[config.mk]
export PLATFORM = sky130hd
export DESIGN_NAME = reg_dest_pipe
export DESIGN_NICKNAME = d
export VERILOG_FILES = /design/src/rtl/reg_dest_pipe.sv
export SDC_FILE = /design/constraint.sdc
export NUM_CORES = 1
export LEC_CHECK = 0
export ABC_CLOCK_PERIOD_IN_PS = 1200
export CAP_MARGIN = 20
export CORE_MARGIN = 3
export CORE_UTILIZATION = 41
export CTS_CLUSTER_DIAMETER = 40
export DETAILED_ROUTE_END_ITERATION = 7
export HOLD_SLACK_MARGIN = 0.06
export PLACE_DENSITY = 0.81
export SLEW_MARGIN = 20
export SYNTH_ARGS = -nofsm -noshare
export SYNTH_HDL_FRONTEND = slang
export SYNTH_SLANG_ARGS = --single-unit
[constraint.sdc]
create_clock -name clk -period 1.2 [get_ports clk]
set_input_delay 0.24 -clock clk [delete_from_list [all_inputs] [get_ports clk]]
set_output_delay 0.24 -clock clk [all_outputs]
set_load 0.03 [all_outputs]
[src/rtl/reg_dest_pipe.sv]
// Write-back destination pipe: picks rt/rd/link as the destination and shifts it with its
// write-enable through STAGES registers, with stall/flush bubbles and per-stage match vectors.
module reg_dest_pipe #(
  parameter int          REG_W   = 5,
  parameter int          STAGES  = 3,
  parameter int unsigned RA_ADDR = 31
) (
  input  logic              clk,
  input  logic              rst_n,
  input  logic [REG_W-1:0]  inst_rt,
  input  logic [REG_W-1:0]  inst_rd,
  input  logic [1:0]        reg_dst,
  input  logic              reg_write_in,
  input  logic              stall,
  input  logic              flush,
  input  logic [REG_W-1:0]  src_a,
  input  logic [REG_W-1:0]  src_b,
  output logic [REG_W-1:0]  reg_esc,
  output logic              reg_write_out,
  output logic [STAGES-1:0] hazard_a,
  output logic [STAGES-1:0] hazard_b
);

  localparam logic [REG_W-1:0] RA = REG_W'(RA_ADDR);

  // The illegal code resolves to $zero, which the write-enable logic then suppresses.
  function automatic logic [REG_W-1:0] sel_dest(input logic [1:0]       dst,
                                                 input logic [REG_W-1:0] rt,
                                                 input logic [REG_W-1:0] rd);
    case (dst)
      2'b00:   sel_dest = rt;
      2'b01:   sel_dest = rd;
      2'b10:   sel_dest = RA;
      default: sel_dest = '0;
    endcase
  endfunction

  function automatic logic match(input logic we, input logic [REG_W-1:0] dest,
                                 input logic [REG_W-1:0] src);
    match = we && (dest == src) && (src != '0);
  endfunction

  logic [REG_W-1:0] sel;
  logic             we_sel;
  logic [REG_W-1:0] dest_p [STAGES];
  logic [STAGES-1:0] we_p;

  always_comb begin
    sel    = sel_dest(reg_dst, inst_rt, inst_rd);
    we_sel = reg_write_in && (reg_dst != 2'b11) && (sel != '0);
  end

  always_ff @(posedge clk) begin
    if (!rst_n) begin
      for (int i = 0; i < STAGES; i++) dest_p[i] <= '0;
      we_p <= '0;
    end else begin
      // Stage 0 boundary: flush wins over stall, stall holds the current entry.
      if (flush) begin
        dest_p[0] <= '0;
        we_p[0]   <= 1'b0;
      end else if (!stall) begin
        dest_p[0] <= sel;
        we_p[0]   <= we_sel;
      end
      // Later stages: stage 1 takes a bubble while stage 0 is held, the rest always drain.
      for (int i = 1; i < STAGES; i++) begin
        if (i == 1 && stall) begin
          dest_p[i] <= '0;
          we_p[i]   <= 1'b0;
        end else begin
          dest_p[i] <= dest_p[i-1];
          we_p[i]   <= we_p[i-1];
        end
      end
    end
  end

  always_comb begin
    hazard_a = '0;
    hazard_b = '0;
    for (int i = 0; i < STAGES; i++) begin
      hazard_a[i] = match(we_p[i], dest_p[i], src_a);
      hazard_b[i] = match(we_p[i], dest_p[i], src_b);
    end
  end

  assign reg_esc       = dest_p[STAGES-1];
  assign reg_write_out = we_p[STAGES-1];

endmodule

[After elaboration in Yosys (flattened, before gate mapping)]
Memory sizes are Yosys's and may differ from the RTL's.
Index checks and enable logic that the tools add are counted.
Cells by class
  equal/unequal tests: 9
  multiplexer cells: 20
  bitwise gates (word level): 6
  reductions and logical operators: 20
Operator list (number)
  == test 5 bit: 6
  2-to-1 mux 5 bit: 5
  one-hot mux 5 bit (3 select lines): 1
  nonzero test 5 bit: 3
  logical AND 1 bit: 14
  2-to-1 mux 1 bit: 14
  bitwise OR 1 bit: 5
  OR reduction 2 bit: 2
  == test 2 x 1 -> 1 bit (second input constant): 1
  == test 2 bit (second input constant): 1
  logical NOT 2 bit: 1
  != test 2 bit (second input constant): 1
  NOT 1 bit: 1
Storage, ports and cells
  flip-flop bits (word level): 3
  memory bits (writable): 15
  bits of input ports: 27
  output and inout port bits: 12
  memories kept: 1
Memories
  dest_p: depth 3, width 5, read ports 3, clocked after memory_dff 0, wr ports 3, RTL line 45  | logic [REG_W-1:0] dest_p [STAGES];

[Depth between registers and ports, before layout]
Gate-level depths: netlist of the first run.
  word-level depth: 5
  mapped depth: 4
  mapped depth without buffers: 3

[Least setup slack after synthesis of the first run]
No wires, ideal clock.
  path type: reg2out
  start: memory dest_p[0][4]
  end: output port hazard_b[0]
  arrival: 1.574 ns
  setup slack: -0.614 ns
  stages on the path, launching flop included: 4
  cells stage by stage: edfxtp_1 xnor2_1 nand4_1 nor4_1
RTL lines
  start, declared: RTL line 45
  end, declared: RTL line 21  | output logic [STAGES-1:0] hazard_b

==> parameters.txt, run 1 <==
Parameter                              Value

Finish
  Commonest non-fill, non-tap cells in the layout    28 x buf_4, 16 x buf_6, 15 x xnor2_1, 15 x edfxtp_1, 14 x dlygate4sd2_1
  Antenna fix cells    0
  Final #Nets    215
  Post-route core utilization    78.45%
  Non-filler instance count after layout    217
  Most common cell after layout, fill and taps aside    buf_4
  Proportion of layout cells with a drive suffix above 1    36.90%
  Syn-to-layout area delta    73.69%

CTS
  H-Tree Depth    1
  Clock insertion delay at the later pin of the skew report    0.30 ns
  Number of buffers inserted by hold repair at cts    0
  Number of buffers created by CTS    3
  Clk slew on worst S/H paths    0.10 ns
  CTS root buf    clkbuf_4
  TritonCTS clock tree    yes
  Longest Clk Path Bufs    2
  Sinks on Clock Net    18

Run
  Number of maximum-capacitance violations    0

GRT
  Vias in the first global route    1211
  Pin count of the biggest net entering global routing    11
  Number of antenna violations at the first check in global routing    0
  Total global routing overflow    0
  GRT Resource Usage Total    21.58%
  Global-route wire length before repair    5492 µm

Critical path
  Endpoint of the most critical register-to-register path    dest_p[0][7]$_SDFFCE_PN0P_
  Register-to-Register Path Depth    2
  Crit path max fanout    2
  Data required time at the worst endpoint    0.96 ns
  Setup crit start kind    flip-flop
  Startpoint of the worst-slack reg-to-reg timing path    dest_p[0][2]$_SDFFCE_PN0P_
  Worst setup path category    flip-flop to output port
  Setup crit end kind    output port
  Arrival time of data at the critical path endpoint    1.55 ns
  FF-to-FF setup slack    0.26 ns

Drt
  Count of unresolved DRC violations after routing    0
  Drt pass-1 iters    4
  Vias    1113
  Routed wirelength normalized by instance count    15.83 µm
  Total length of routed wires    3435 µm
  Violation count after the first detailed-routing iteration    34
  Number of nets with antenna violations after routing    0
  Via count normalized by instance count    5.129

Die
  Initial core utilization    45.17%
  Height of the die    59.42 µm
  Cell row count    18
  Top-level I/O count    39
  Die outline area    3530 µm²
  Core Area    2590 µm²
  Die extent in x    59.42 µm

Hold path
  Hold Path Depth    3
  Worst Hold Endpoint    dest_p[0][0]$_SDFFCE_PN0P_
  Kind of path behind the tightest hold check    primary input to flip-flop
  Hold Crit Start    inst_rd[0]

Synthesis
  Post-synth EDFFs    15
  Sequential cell area fraction in the yosys report    43.64%
  Async set-or-reset flop fraction in the synthesized netlist    0%
  Syn. warnings    0
  Distinct cell type count of the synthesized netlist    24
  Number of instances in the synthesized netlist    110
  Per-instance average area after synthesis    10.64 µm²
  Cell Area, Synth    1170 µm²
  Dominant synthesized flop cell    edfxtp_1
  Flops & latches, synth    18

Power and ir drop
  Switching portion of total power    28.43%
  P_leak    0.8208 nW
  Pwr per Cell Area    738.0 nW/µm²
  Proportion of power drawn by flip-flops and latches    48.9%
  Internal power contribution    1.073 mW
  Proportion of power drawn by combinational gates    29.7%
  Clk pwr share    21.4%
  Power spent charging and discharging nets    0.4264 mW
  IR drop worst, VDD    0.6436 mV

Place
  DP Cell Count    207
  Number of I/O port buffers    38
  Post-detail-place hpwl    2905 µm
  Final Wtd Congestion    0.8356

Run status
  Violated checks    setup timing
  Result of the run    finished with violations

STA
  Setup repair after global routing missed its margin    yes
  Hold Worst Slack    0.4106 ns
  Post-layout min period    1.789 ns
  Clock Skew    0.001053 ns
  Accumulated negative setup slack    -3.681 ns
  Fin crit share    149.0%
  Hold Vio Cnt, Final    0
  Max Transition Viols Final    0
  Final Setup Violations    10
  Achievable clock frequency    559.1 MHz
  Worst Setup Slack, final    -0.5886 ns
-- how the worst max path moves through the flow --
stage,start,to,slack (ns),cells past startpoint
5_1_grt,dest_p[0][0]$_SDFFCE_PN0P_,hazard_b[0],-0.66,5
3_5_place_dp,src_a[0],hazard_a[1],-1.19,5
4_1_cts,dest_p[0][4]$_SDFFCE_PN0P_,hazard_b[0],-0.61,5
3_3_place_gp,src_a[0],hazard_a[1],-1.14,5
6_report,dest_p[0][4]$_SDFFCE_PN0P_,hazard_b[0],-0.59,5
2_1_floorplan,src_b[1],hazard_b[1],-0.14,3
-- critical path, cell delays in order, from the launching register on --
cell and delay (ns):
edfxtp_1 0.43, buf_6 0.15, xnor2_2 0.15, nand4_1 0.15, nor4_4 0.19, buf_6 0.17
-- metal layers --
metal	GRT usage (%)	share of wire [%]	up-vias
li1	-	-	539
met1	19.62	33	527
met2	44.93	59	43
met4	10.03	1.7	0
met3	2.832	6.0	4
met5	0	0	-
-- cells by family after synthesis --
family          after synthesis  share of synthesized area [%]
simple gates                 48                          24.92
xor+xnor                     30                          22.46
flops                        18                          43.64
buf+inv                       7                          4.171
compound gates                6                          4.492
other cells                   1                         0.3205
-- final cells by class --
type	instances	area (µm²)
inverters	1	3.754
flip-flops and latches	18	510.5
multi-input cells	94	820.8
clock inverters	1	3.754
fillers	173	558.0
repair buffers	70	633.1
clock buffers	3	22.52
well taps	30	37.54
-- synth_stat cells, types with 2 or more instances --
cell,n,area [µm²]
xnor2_1,20,175.2
and2_1,12,75.07
a2bb2oi_1,5,43.79
dfxtp_1,3,60.06
or4_1,2,15.01
nor4_1,6,37.54
edfxtp_1,15,450.4
nand4_1,6,37.54
buf_4,6,45.04
xor2_1,10,87.58
nor2_1,12,45.04
-- state kept, by name, indices dropped and copies added, names as in the netlist --
register / count
we_p: 3
dest_p: 15
-- power by group through the flow --
stage / clock (mW) / combinational (mW) / sequential [mW]
after floorplan: 0 / 0.192 / 0.743
after global placement: 0 / 0.396 / 0.745
after detailed placement: 0 / 0.412 / 0.748
after CTS: 0.328 / 0.423 / 0.733
after global routing: 0.352 / 0.472 / 0.738
final: 0.320 / 0.445 / 0.734
-- through the flow --
stage	area, µm²	power (mW)	worst slack (ns)
2_1_floorplan	1313	0.9355	-0.1441
3_3_place_gp	1863	1.141	-1.144
3_5_place_dp	1863	1.159	-1.190
4_1_cts	1967	1.484	-0.6138
5_1_grt	2032	1.562	-0.6602
6_report	2032	1.500	-0.5886
-- repair_timing --
action	in CTS	in global routing
buffers inserted	4	4
pin swaps	12	1
setup endpoints to repair	16	17
endpoints found under the hold margin	0	0
gates resized for setup	67	10
(Power assumes the default switching activity.)
==> run 2: changes to the inputs <==
- ABC_CLOCK_PERIOD_IN_PS: 1200 -> 2000
- CORE_MARGIN: 3 -> unset
- CORE_UTILIZATION: 41 -> 45
- PLACE_DENSITY: 0.81 -> 0.84
- clock period: 1.2 -> 2 ns (I/O delays scaled with it)
==> parameters.txt, run 2 (synthesis results as in run 1) <==
Parameter                              Value

CTS
  Sinks on Clock Net    18
  H-Tree Depth    1
  Clock insertion delay at the later pin of the skew report    0.29 ns
  CTS root buf    clkbuf_4
  TritonCTS clock tree    yes
  Number of buffers created by CTS    3
  Longest Clk Path Bufs    2
  Clk slew on worst S/H paths    0.10 ns
  Number of buffers inserted by hold repair at cts    0

STA
  Hold Worst Slack    0.4773 ns
  Achievable clock frequency    477.8 MHz
  Setup repair after global routing missed its margin    yes
  Accumulated negative setup slack    -0.1498 ns
  Worst Setup Slack, final    -0.09306 ns
  Final Setup Violations    2
  Hold Vio Cnt, Final    0
  Fin crit share    104.7%
  Max Transition Viols Final    0
  Clock Skew    0.001085 ns
  Post-layout min period    2.093 ns

Critical path
  CP Cell Sequence    buf_4 > xnor2_1 > nand4_1 > nor4_1 > buf_4
  Endpoint of the most critical register-to-register path    dest_p[0][11]$_SDFFCE_PP0P_
  Setup crit start kind    flip-flop
  Stage delay of the slowest cell on the critical path    0.41 ns
  FF-to-FF setup slack    1.01 ns
  Data required time at the worst endpoint    1.60 ns
  Crit-path most repeated cell    buf_4
  Arrival time of data at the critical path endpoint    1.69 ns
  Crit path depth    5
  Worst setup path startpoint    dest_p[0][9]$_SDFFCE_PN0P_
  Worst setup path category    flip-flop to output port
  Crit path max fanout    2
  Worst setup path end    hazard_a[1]
  Startpoint of the worst-slack reg-to-reg timing path    dest_p[0][6]$_SDFFCE_PN0P_
  Setup crit end kind    output port
  Register-to-Register Path Depth    2
  Cell type group with the largest total delay on the critical path    simple AND/OR/NAND/NOR gates
  Count of buffering cells on the critical path with inverters included    2
  Slowest library cell on the worst path    edfxtp_1

Drt
  Via count normalized by instance count    5.268
  Violation count after the first detailed-routing iteration    10
  Routed wirelength normalized by instance count    16.28 µm
  Count of unresolved DRC violations after routing    0
  Total length of routed wires    3468 µm
  Drt pass-1 iters    4
  Vias    1122
  Number of nets with antenna violations after routing    0

Place
  Placement-stage cell area    1767 µm²
  Final Wtd Congestion    0.7991
  Post-detail-place hpwl    2458 µm
  Setup Slack @ Placement    -0.6976 ns
  DP Cell Count    207
  Number of I/O port buffers    38

Power and ir drop
  Power spent charging and discharging nets    0.2419 mW
  Clk pwr share    24.5%
  Switching portion of total power    26.24%
  Pwr per Cell Area    486.0 nW/µm²
  P_leak    0.7692 nW
  Internal power contribution    0.6799 mW
  Total power of the final layout    0.9218 mW
  Proportion of power drawn by combinational gates    28.1%
  Proportion of power drawn by flip-flops and latches    47.4%
  IR drop worst, VDD    0.3387 mV

Finish
  Commonest non-fill, non-tap cells in the layout    30 x buf_4, 22 x clkdlybuf4s50_1, 15 x edfxtp_1, 14 x xnor2_1, 12 x and2_1
  Largest register by flop count    dest_p
  Flip-flop count of the largest register after layout    15
  Proportion of layout cells with a drive suffix above 1    31.15%
  Syn-to-layout area delta    62.14%
  Final design area excluding fillers    1897 µm²
  Post-route core utilization    76.57%
  Antenna fix cells    0
  Non-filler instance count after layout    213
  Top Registers    dest_p: 15 flops, we_p: 3 flops
  Final #Nets    211
  Most common cell after layout, fill and taps aside    buf_4

Die
  Die outline area    2807 µm²
  Top-level I/O count    39
  Core Area    2477 µm²
  Height of the die    52.99 µm
  Cell row count    18
  Initial core utilization    47.22%
  Die extent in x    52.99 µm

GRT
  Pin count of the biggest net entering global routing    11
  GRT Resource Usage Total    24.64%
  Vias in the first global route    1163
  Total global routing overflow    0
  Number of antenna violations at the first check in global routing    0
  Global-route wire length before repair    4816 µm

Run status
  Result of the run    finished with violations
  Violated checks    setup timing

Hold path
  Kind of path behind the tightest hold check    flip-flop to flip-flop
  Hold Crit Start    we_p[0]$_SDFFE_PP0N_

Run
  Number of maximum-capacitance violations    0
run 2: changes by cell type in the layout (fill, tap and decap cells not counted), sizes merged:
cell and change:
clkdlybuf4s15 +3, buf -10, clkbuf +2, clkinv -1, clkdlybuf4s50 +13, dlygate4sd2 -11
run 2: what timing repair did:
item / in CTS / in global routing
pin swaps: 9 / 6
gates resized for setup: 49 / 16
setup endpoints to repair: 6 / 6
buffers inserted: 4 / 0
cloned: 0 / 0
run 2: area by class of cell:
cell class / instances / area, µm²
well taps: 30 / 37.54
multi-input cells: 94 / 730.7
inverters: 1 / 3.754
flip-flops and latches: 18 / 510.5
clock buffers: 4 / 36.28
repair buffers: 66 / 578.1
fillers: 171 / 580.6
run 2: power by group through the flow:
stage,registers [mW],clock network [mW],logic (mW)
4_1_cts,0.436,0.227,0.241
2_1_floorplan,0.446,0,0.0983
3_5_place_dp,0.446,0,0.227
3_3_place_gp,0.445,0,0.222
5_1_grt,0.439,0.243,0.274
6_report,0.437,0.226,0.259
run 2: how the worst min path moves through the flow:
stage	to	slack (ns)	cells past startpoint
2_1_floorplan	we_p[1]$_SDFF_PN0_	0.43	1
3_3_place_gp	we_p[1]$_SDFF_PN0_	0.44	1
3_5_place_dp	we_p[1]$_SDFF_PN0_	0.46	1
4_1_cts	we_p[1]$_SDFF_PN0_	0.48	1
5_1_grt	we_p[1]$_SDFF_PN0_	0.49	1
6_report	we_p[1]$_SDFF_PN0_	0.48	1
run 2: metal layers:
| metal | vias up | global-route usage (%) | wire [µm] |
|---|---|---|---|
| li1 | 527 | - | - |
| met1 | 524 | 21.96 | 1248 |
| met2 | 57 | 49.16 | 1892 |
| met3 | 14 | 3.448 | 177 |
| met4 | 0 | 17.11 | 149 |
| met5 | - | 0 | 0 |
==> run 3: changes to the inputs <==
- CORE_UTILIZATION: 45 -> 50
- DONT_BUFFER_PORTS: unset -> 1
- PLACE_DENSITY: 0.84 -> 0.7
==> parameters.txt, run 3 (synthesis results as in run 1) <==
Parameter                              Value

Die
  Die outline area    2537 µm²
  Die extent in x    50.37 µm
  Cell row count    17
  Initial core utilization    52.88%
  Top-level I/O count    39
  Core Area    2212 µm²
  Height of the die    50.37 µm

Place
  Number of I/O port buffers    0
  Post-detail-place hpwl    1894 µm
  Setup Slack @ Placement    0.1778 ns
  DP Cell Count    151
  Final Wtd Congestion    0.8417

Finish
  Commonest non-fill, non-tap cells in the layout    19 x xnor2_1, 15 x edfxtp_1, 12 x nor2_1, 12 x and2_1
  Largest register by flop count    dest_p
  Top Registers    dest_p: 15 flops, we_p: 3 flops
  Syn-to-layout area delta    13.48%
  Post-route core utilization    60.01%
  Most common cell after layout, fill and taps aside    xnor2_1
  Flip-flop count of the largest register after layout    15
  Proportion of layout cells with a drive suffix above 1    16.54%
  Antenna fix cells    0
  Final #Nets    155
  Non-filler instance count after layout    155

STA
  Hold Worst Slack    0.2337 ns
  Final Setup Violations    0
  Clock Skew    0.0006987 ns
  Max Transition Viols Final    0
  Setup repair after global routing missed its margin    yes
  Worst Setup Slack, final    0.06840 ns
  Fin crit share    96.58%
  Accumulated negative setup slack    0 ns
  Post-layout min period    1.932 ns
  Achievable clock frequency    517.7 MHz
  Hold Vio Cnt, Final    0

Critical path
  Worst setup path category    flip-flop to output port
  Setup crit start kind    flip-flop
  Arrival time of data at the critical path endpoint    1.53 ns
  Startpoint of the worst-slack reg-to-reg timing path    dest_p[0][1]$_SDFFCE_PN0P_
  Endpoint of the most critical register-to-register path    dest_p[0][6]$_SDFFCE_PN0P_
  Crit path max fanout    3
  Register-to-Register Path Depth    1
  Data required time at the worst endpoint    1.60 ns
  Worst setup path startpoint    dest_p[0][11]$_SDFFCE_PP0P_
  Setup crit end kind    output port
  FF-to-FF setup slack    1.13 ns

GRT
  GRT Resource Usage Total    19.91%
  Pin count of the biggest net entering global routing    11
  Total global routing overflow    0
  Vias in the first global route    905
  Number of antenna violations at the first check in global routing    0
  Global-route wire length before repair    3712 µm

Drt
  Via count normalized by instance count    5.445
  Count of unresolved DRC violations after routing    0
  Vias    844
  Total length of routed wires    2245 µm
  Number of nets with antenna violations after routing    0
  Drt pass-1 iters    4
  Routed wirelength normalized by instance count    14.48 µm
  Violation count after the first detailed-routing iteration    7

Hold path
  Kind of path behind the tightest hold check    primary input to flip-flop
  Hold Path Depth    1
  Hold Crit Start    rst_n
  Worst Hold Endpoint    we_p[2]$_SDFF_PN0_

Power and ir drop
  Switching portion of total power    23.75%
  Clk pwr share    24.3%
  Power spent charging and discharging nets    0.1732 mW
  IR drop worst, VDD    0.2904 mV
  Pwr per Cell Area    549.4 nW/µm²
  Proportion of power drawn by combinational gates    14.8%
  Proportion of power drawn by flip-flops and latches    60.9%
  Internal power contribution    0.5561 mW
  P_leak    0.4812 nW

CTS
  Clk slew on worst S/H paths    0.10 ns
  H-Tree Depth    1
  Sinks on Clock Net    18
  Clock insertion delay at the later pin of the skew report    0.28 ns
  Longest Clk Path Bufs    2
  CTS root buf    clkbuf_4
  Number of buffers created by CTS    3
  Number of buffers inserted by hold repair at cts    0
  TritonCTS clock tree    yes

Run status
  Result of the run    finished, final reports clean

Run
  Number of maximum-capacitance violations    0
run 3: per-layer routing:
layer,vias up,GRT usage (%),wire length (µm)
li1,413,-,-
met1,388,19.08,850
met2,41,36.67,1170
met3,2,6.364,198
met4,0,11.57,25
met5,-,0,0
run 3: worst max-delay path by stage:
stage                  endpoint  slack (ns)
global route        hazard_b[0]       -0.02
global placement    hazard_a[0]        0.21
finish              hazard_a[2]        0.07
CTS                 hazard_a[2]        0.03
detailed placement  hazard_a[2]        0.18
floorplan           hazard_b[0]        0.03
run 3: final cells by class:
class | count | area [µm²]
clock buffer | 3 | 22.52
clock inverter | 1 | 3.754
fill | 196 | 884.6
inverter | 1 | 3.754
multi-input combinational | 94 | 676.9
sequential | 18 | 510.5
tap | 28 | 35.03
timing repair buffer | 10 | 75.07
run 3: critical path: stages, from the launching register on:
cell      delay, ns
edfxtp_1       0.58
xor2_1         0.22
nor4_2         0.25
buf_4          0.21
run 3: repair_timing:
action | CTS | global route
pin swaps | 1 | 3
resized for setup | 2 | 3
setup endpoints to repair | 2 | 4
setup buffers | 0 | 1
hold endpoints to repair | 0 | 0
run 3: power groups by stage:
stage / registers (mW) / clock network (mW) / logic [mW]
2_1_floorplan: 0.446 / 0 / 0.0983
3_3_place_gp: 0.452 / 0 / 0.100
3_5_place_dp: 0.452 / 0 / 0.102
4_1_cts: 0.444 / 0.187 / 0.105
5_1_grt: 0.447 / 0.199 / 0.119
6_report: 0.444 / 0.177 / 0.108
run 3: stage by stage:
step / total power [mW] / cell area (µm²)
2_1_floorplan: 0.5443 / 1204
3_3_place_gp: 0.5520 / 1269
3_5_place_dp: 0.5546 / 1269
4_1_cts: 0.7360 / 1308
5_1_grt: 0.7642 / 1328
6_report: 0.7293 / 1328
